==> src/rtl/key_event_queue.sv <==
// Serialises debounced key presses into a small event FIFO with typematic auto-repeat.
// One event per cycle; pending presses take priority over the repeat request.
module key_event_queue #(
  parameter int          FIFO_DEPTH    = 4,
  parameter logic [23:0] REPEAT_DELAY  = 24'd2_000_000,
  parameter logic [23:0] REPEAT_PERIOD = 24'd500_000,
  parameter logic [31:0] REPEAT_MASK   = 32'hFFFF_FFFF
) (
  input  logic                          clk,
  input  logic                          rst_n,
  input  logic [31:0]                   held_down,
  input  logic [31:0]                   just_pressed,
  output logic                          ev_valid,
  input  logic                          ev_ready,
  output logic [4:0]                    ev_code,
  output logic                          ev_repeat,
  output logic [$clog2(FIFO_DEPTH):0]   fifo_level,
  output logic                          overflow
);
  localparam int PTR_W = $clog2(FIFO_DEPTH);
  localparam int LVL_W = PTR_W + 1;

  function automatic logic [4:0] lowest_idx(input logic [31:0] v);
    logic [4:0] idx;
    idx = '0;
    for (int i = 31; i >= 0; i--) begin
      if (v[i]) idx = 5'(i);
    end
    return idx;
  endfunction

  logic [31:0]      pend;
  logic [PTR_W-1:0] wr_ptr, rd_ptr;
  logic [4:0]       mem_code [FIFO_DEPTH];
  logic             mem_rpt  [FIFO_DEPTH];
  logic             rpt_active, rpt_req;
  logic [4:0]       rpt_key;
  logic [23:0]      rpt_cnt;

  logic        push_slot, push_press, push_rpt, push, pop;
  logic [4:0]  press_idx, push_code;
  logic [31:0] grant;
  logic        rpt_fire, pend_merge, rpt_merge;

  always_comb begin
    press_idx  = lowest_idx(pend);
    // A same-cycle pop never frees the slot: only the registered level counts.
    push_slot  = fifo_level < LVL_W'(FIFO_DEPTH);
    push_press = push_slot && (pend != '0);
    push_rpt   = push_slot && (pend == '0) && rpt_req;
    push       = push_press || push_rpt;
    pop        = ev_valid && ev_ready;
    grant      = push_press ? (32'd1 << press_idx) : '0;
    push_code  = push_press ? press_idx : rpt_key;
    rpt_fire   = rpt_active && held_down[rpt_key] && (rpt_cnt == '0);
    pend_merge = |(just_pressed & pend & ~grant);
    rpt_merge  = !push_press && rpt_fire && rpt_req && !push_rpt;
  end

  assign ev_valid  = (fifo_level != '0);
  assign ev_code   = ev_valid ? mem_code[rd_ptr] : 5'd0;
  assign ev_repeat = ev_valid ? mem_rpt[rd_ptr]  : 1'b0;

  always_ff @(posedge clk) begin
    if (push) begin
      mem_code[wr_ptr] <= push_code;
      mem_rpt[wr_ptr]  <= push_rpt;
    end
  end

  always_ff @(posedge clk) begin
    if (!rst_n) begin
      pend       <= '0;
      wr_ptr     <= '0;
      rd_ptr     <= '0;
      fifo_level <= '0;
      overflow   <= 1'b0;
      rpt_active <= 1'b0;
      rpt_req    <= 1'b0;
      rpt_key    <= '0;
      rpt_cnt    <= '0;
    end else begin
      pend       <= (pend & ~grant) | just_pressed;
      overflow   <= pend_merge || rpt_merge;
      if (push) wr_ptr <= wr_ptr + PTR_W'(1);
      if (pop)  rd_ptr <= rd_ptr + PTR_W'(1);
      fifo_level <= fifo_level + LVL_W'(push) - LVL_W'(pop);

      // A press push retargets the tracker and overrides any countdown update.
      if (push_press) begin
        rpt_req <= 1'b0;
        if (REPEAT_MASK[press_idx]) begin
          rpt_active <= 1'b1;
          rpt_key    <= press_idx;
          rpt_cnt    <= REPEAT_DELAY - 24'd1;
        end else begin
          rpt_active <= 1'b0;
        end
      end else begin
        if (push_rpt) rpt_req <= 1'b0;
        if (rpt_active) begin
          if (!held_down[rpt_key]) begin
            rpt_active <= 1'b0;
            rpt_req    <= 1'b0;
          end else if (rpt_cnt == '0) begin
            rpt_req <= 1'b1;
            rpt_cnt <= REPEAT_PERIOD - 24'd1;
          end else begin
            rpt_cnt <= rpt_cnt - 24'd1;
          end
        end
      end
    end
  end
endmodule
==> config.mk <==
export PLATFORM = sky130hd
export DESIGN_NAME = key_event_queue
export DESIGN_NICKNAME = d
export VERILOG_FILES = /design/src/rtl/key_event_queue.sv
export SDC_FILE = /design/constraint.sdc
export NUM_CORES = 1
export LEC_CHECK = 0
export CORE_UTILIZATION = 35
export DETAILED_ROUTE_END_ITERATION = 8
export PLACE_DENSITY = 0.65
export RECOVER_POWER = 100
export SLEW_MARGIN = 10
export SYNTH_ARGS = -nofsm -noshare
export SYNTH_HDL_FRONTEND = slang
export SYNTH_SLANG_ARGS = --single-unit
==> constraint.sdc <==
create_clock -name clk -period 3 [get_ports clk]
set_input_delay 0.3 -clock clk [delete_from_list [all_inputs] [get_ports clk]]
set_output_delay 0.3 -clock clk [all_outputs]
set_load 0.03 [all_outputs]
==> results.yml, run 1 <==
routing:
  routed_via_density: 5.37
  firstDrtPassIters: 5
  vias: 5123
  drt_iter0_markers: 450
  wl_um: 16000
  antenna_left: 0
  drt-wirelength-per-cell_um: 16.8
  drc: 0
timing:
  min_period_over_period_pct: 101
  setup_viol: 1
  worst_pin_slew_ns: 0.494
  min_period_ns: 3.03
  slew_violations: 0
  max_freq_mhz: 330
  fin_ws_ns: -0.0298
  rsz0062_at_grt: "yes"
  fin_skew_ns: 0.00918
  slew_headroom_pct: 66.7
  setup_tns_ns: -0.0298
  finalHoldViolCount: 0
  whs_ns: 0.492
setup_path:
  r2r_setup_slack_ns: -0.03
  critPathMaxFanout: 5
  reg2reg_depth: 12
  worst-setup-path-type: "reg2reg"
  critPathRequiredTime_ns: 3.24
  timing.rr.start: "pend[8]"
  endpoint_kind: "flip-flop"
  arrival_ns: 3.27
  start_kind: "flip-flop"
  reg2reg_to: "overflow"
  startpoint: "pend[8]"
  endpoint: "overflow"
cts:
  clock_latency_ns: 0.35
  postCtsHoldBufs: 0
  cts_tree: "yes"
  h-tree-depth: 3
  clockBufferDepth: 2
  clock-root-buffer: "clkbuf_16"
  clk_pin_slew_ns: 0.07
  cts_buffers: 9
  clock_sinks: 97
run_status:
  outcome: "finished with violations"
  failed_checks: "negative setup slack"
placed_design:
  place_congestion: 0.938
  dpl.cell_count: 927
  io_buffer_count: 77
  hpwl_um: 12300
grt:
  grt_pass1_wl_um: 25400
  overflow: 0
  met3_usage_pct: 3.32
  antenna_found_initial: 0
  grt_max_degree: 28
  grt-busiest-layer: "met2"
  grt_use_total_pct: 22.0
  grt_use_met1_pct: 30.5
  met2_usage_pct: 35.0
  grt_pass1_vias: 4885
cells_and_area:
  final_util_pct: 52.7
  drive_above_1_share_pct: 25.1
  nets: 845
  antennaDiodeCount: 0
  area_growth_pct: 44.8
  layoutNonFillerInstCount: 954
power_and_ir_drop:
  internal_power_uw: 3110
  switching_share_pct: 35.4
  clkPwrFrac_pct: 22.4
  p_leak_uw: 0.00288
  p_sw_uw: 1710
  powerDensity_nw_per_um2: 648
  p_comb_share_pct: 39.3
  seqPwrFrac_pct: 38.3
  vdd_ir_drop_max_mv: 0.331
synth:
  syn-mean-instance-area_sq_um: 8.96
  ys_types: 66
  synth_top_flop_cell: "dfxtp_1"
  async_reset_ff_share_pct: 0
  synth_nets: 649
  syn_area_sq_um: 5130
  yosysWarnings: 0
  synthCells: 573
  ys_ff_latch: 97
  seq_area_frac_synth_pct: 42.5
  synth-edff-count: 24
die:
  rows: 43
  die-height_um: 123
  io_pins: 78
  die_w_um: 123
  die_area_sq_um: 15200
  coreArea_sq_um: 14100
  start_util_pct: 36.4
min_path:
  hp-class: "reg2reg"
run:
  cap_violations: 0
==> per-layer routing <==
metal / vias to the layer above / part of all wire [%] / wire length, um
met5: - / 0 / 0
met4: 0 / 1.6 / 255
met3: 18 / 6.7 / 1070
met2: 178 / 46 / 7420
met1: 2443 / 45 / 7260
li1: 2484 / - / -
==> worst max-delay path, stage by stage (launching register included) <==
cell      delay (ns)
dfxtp_2         0.37
buf_6           0.12
nor3b_1         0.05
nor3_1          0.18
buf_4           0.15
o211ai_1        0.13
o21ai_2         0.27
buf_4           0.16
or2b_1          0.24
o31a_1          0.30
a221o_1         0.33
or3_1           0.36
o31a_1          0.28
==> how the worst min path moves through the flow <==
stage                     from  cells after the start  slack [ns]       to
2_1_floorplan  just_pressed[1]                      2        0.42  pend[1]
3_3_place_gp           rpt_req                      2        0.48  rpt_req
3_5_place_dp           rpt_req                      2        0.49  rpt_req
4_1_cts                rpt_req                      2        0.50  rpt_req
5_1_grt                rpt_req                      2        0.52  rpt_req
6_report               rpt_req                      2        0.49  rpt_req
==> cell type report <==
class / instances / area [sq um]
clock buffers: 10 / 229
clock inverters: 6 / 41.3
fillers: 1313 / 6660
inverters: 28 / 105
multi-input cells: 427 / 2930
flip-flops and latches: 97 / 2190
well taps: 180 / 225
repair buffers: 206 / 1710
==> flip-flops by register name (all words and copies together), names as in the netlist, named ones only <==
register and count:
rd_ptr 2, rpt_key 5, mem_rpt 4, overflow 1, rpt_cnt 24, fifo_level 3, pend 32, mem_code 20
wr_ptr 2, rpt_active 1, rpt_req 1
==> power by group through the flow <==
stage | Combinational, uW | Clock, uW | Sequential (uW)
2_1_floorplan | 1080 | 0 | 1810
3_3_place_gp | 1810 | 0 | 1840
3_5_place_dp | 1850 | 0 | 1860
4_1_cts | 1910 | 1100 | 1840
5_1_grt | 2050 | 1150 | 1880
6_report | 1900 | 1080 | 1850
==> cell usage after synthesis, drive strengths merged (7+ instances only) <==
cell type / number / share of area, %
nand3: 18 / 1.8
and2: 16 / 1.9
nor4: 15 / 2.5
o31a: 8 / 1.4
xor2: 7 / 1.2
ha: 8 / 1.9
o21a: 7 / 1.0
inv: 27 / 2.0
a311oi: 8 / 1.4
a31oi: 8 / 0.97
edfxtp: 24 / 14
nand2: 50 / 3.7
buf: 7 / 0.93
clkbuf: 14 / 1.0
a21oi: 41 / 4.0
mux4: 14 / 6.1
or3: 8 / 1.0
nor2: 95 / 6.9
xnor2: 10 / 1.7
o31ai: 7 / 1.0
nor3: 16 / 1.6
or4: 7 / 1.0
dfxtp: 73 / 28
o21ai: 17 / 1.7
==> cells by family after synthesis <==
logic type                 count (synthesis)  share of synthesized area (%)
buffers and inverters                     49                           4.00
AOI/OAI and AO/OA                        128                           17.0
xor gates and xnor gates                  17                           2.90
muxes                                     17                           6.73
adders and majority gates                  9                           2.34
and+or+nand+nor                          256                           24.5
DFF                                       97                           42.5
==> layout by cell type (no fill, tap or decap), drive strengths merged, types with 8 or more instances in the layout <==
| cell | count |
|---|---|
| a21oi | 41 |
| clkdlybuf4s50 | 72 |
| nor4 | 15 |
| nor3 | 16 |
| o21ai | 17 |
| buf | 115 |
| ha | 8 |
| a311oi | 8 |
| mux4 | 14 |
| nor2 | 95 |
| or3 | 8 |
| xnor2 | 10 |
| a31oi | 8 |
| o31a | 8 |
| nand3 | 18 |
| dfxtp | 73 |
| clkbuf | 24 |
| nand2 | 50 |
| edfxtp | 24 |
| and2 | 16 |
| inv | 30 |
==> stage by stage <==
step           total power [uW]  setup slack, ns  instance area [sq um]
3_5_place_dp               3710           -0.309                   6920
3_3_place_gp               3650           -0.246                   6920
6_report                   4820          -0.0298                   7430
4_1_cts                    4850          0.00185                   7380
2_1_floorplan              2890          0.00623                   5140
5_1_grt                    5080           -0.118                   7430
==> repair_timing <==
item                                    CTS  global route
pin swaps                                13             5
hold endpoints to repair                  0             0
endpoints found under the setup margin    2            11
buffers inserted                         10             3
resized for setup                        30            15
Note: power is estimated with default switching activity, not from simulation.
==> run 2, diff against run 1 <==
Settings changed: PLACE_DENSITY 0.65 to 0.58.
==> run 2 against run 1 <==
Against the previous run: the flow still finishes with violations (negative setup slack); via count fell by 0.72%; design area up 1.0%; utilization increased by 0.55 points; critical path type unchanged; critical endpoint unchanged.
==> results.yml, run 2 (synthesis gave the netlist of run 1 again) <==
min_path:
  hp-class: "reg2reg"
cts:
  clk_pin_slew_ns: 0.07
  clockBufferDepth: 2
  clock_sinks: 97
  postCtsHoldBufs: 0
  clock_latency_ns: 0.36
  cts_tree: "yes"
  cts_buffers: 9
  h-tree-depth: 3
  clock-root-buffer: "clkbuf_16"
timing:
  setup_viol: 1
  max_freq_mhz: 329
  slew_violations: 0
  slew_headroom_pct: 22.2
  rsz0062_at_grt: "yes"
  worst_pin_slew_ns: 1.17
  fin_ws_ns: -0.0434
  min_period_ns: 3.04
  min_period_over_period_pct: 101
  finalHoldViolCount: 0
  fin_skew_ns: 0.00942
power_and_ir_drop:
  p_leak_uw: 0.00291
  powerDensity_nw_per_um2: 669
  vdd_ir_drop_max_mv: 0.308
setup_path:
  critPathRequiredTime_ns: 3.24
  arrival_ns: 3.29
  endpoint_kind: "flip-flop"
  critPathMaxFanout: 7
  worst-setup-path-type: "reg2reg"
  start_kind: "flip-flop"
cells_and_area:
  top_register: "pend"
  largest_register_ffs: 32
  layout_commonest_cell: "buf_4"
  drive_above_1_share_pct: 26.5
  layout_common_cells: "buf_4, nor2_1, clkdlybuf4s50_1, dfxtp_1, nand2_1"
  antennaDiodeCount: 0
  fillCellCount: 1326
  area_growth_pct: 46.3
  nets: 838
  final_util_pct: 53.3
  reg_top3: "pend (32), rpt_cnt (24), mem_code (20)"
die:
  die-height_um: 123
  die_area_sq_um: 15200
  coreArea_sq_um: 14100
  die_w_um: 123
  rows: 43
  start_util_pct: 36.4
  io_pins: 78
grt:
  antenna_found_initial: 0
  grt_max_degree: 53
  overflow: 0
  grt_pass1_vias: 4905
  grt_use_total_pct: 22.4
  grt_pass1_wl_um: 25600
routing:
  drt-wirelength-per-cell_um: 16.9
  vias: 5086
  firstDrtPassIters: 5
  drc: 0
  routed_via_density: 5.37
  wl_um: 16000
  drt_iter0_markers: 475
  antenna_left: 0
placed_design:
  dp_slack_ns: -0.302
  io_buffer_count: 77
  hpwl_um: 12400
  place_congestion: 0.940
run_status:
  outcome: "finished with violations"
  failed_checks: "negative setup slack"
run:
  cap_violations: 0
## run 2: cell types whose count changed in the layout (fill, tap and decap cells not counted), sizes merged
cell           delta
dlygate4sd3       -2
clkdlybuf4s50     +2
clkinv            -2
clkbuf            -7
inv               +1
buf               -1
bufinv            +2
## run 2: stage by stage
| step | hold slack, ns | TNS (ns) | power [uW] | cell area, sq um | cells |
|---|---|---|---|---|---|
| finish | 0.490 | -0.0434 | 5030 | 7510 | 947 |
| global route | 0.526 | -0.196 | 5310 | 7510 | 947 |
| CTS | 0.500 | -0.000865 | 5040 | 7370 | 939 |
| detailed placement | 0.483 | -0.507 | 3700 | 6890 | 922 |
| global placement | 0.482 | -0.384 | 3660 | 6890 | 922 |
| floorplan | 0.417 | 0 | 2890 | 5140 | 573 |
## run 2: layout make-up
class	instances	area, sq um	share of cell area [%]
clock buffers	9	225	3.00
clock inverters	7	108	1.43
inverters	28	105	1.40
multi-input cells	427	2980	39.7
flip-flops and latches	97	2190	29.2
well taps	180	225	3.00
repair buffers	199	1680	22.3
## run 2: per-layer routing
| metal | vias up | global-route usage (%) | part of all wire [%] |
|---|---|---|---|
| met3 | 20 | 3.87 | 6.1 |
| met5 | - | 0 | 0 |
| met1 | 2418 | 31.5 | 48 |
| li1 | 2472 | - | - |
| met4 | 0 | 8.36 | 1.8 |
| met2 | 176 | 34.3 | 44 |
## run 2: power by group
group / internal [uW] / switching (uW) / total [uW] / leakage [uW]
registers: 1640 / 210 / 1840 / 0.000837
logic: 912 / 981 / 1890 / 0.00191
clock network: 748 / 542 / 1290 / 0.000160
total: 3300 / 1730 / 5030 / 0.00291
## run 2: timing repair
item / 4_1_cts / 5_1_grt
resized for setup: 30 / 28
pin swaps: 11 / 24
setup buffers: 1 / 8
endpoints found under the hold margin: 0 / 0
setup endpoints to repair: 3 / 12
## run 2: worst max-delay path: stages (launching register included)
cell	delay, ns
dfxtp_1	0.35
buf_4	0.16
nor2_2	0.17
nand3_1	0.12
a31o_2	0.27
a41o_4	0.28
nand2b_1	0.20
o31a_1	0.34
and2_4	0.14
a221o_1	0.24
or3_1	0.37
o31a_1	0.27
## run 2: worst paths after layout
check / start / end / slack (ns) / depth (start not counted)
setup / recovery: pend[11] / overflow / -0.04 / 11
hold reg to reg: rpt_req / rpt_req / 0.49 / 2
hold / removal: rpt_req / rpt_req / 0.49 / 2
setup reg to reg: pend[11] / overflow / -0.04 / 11
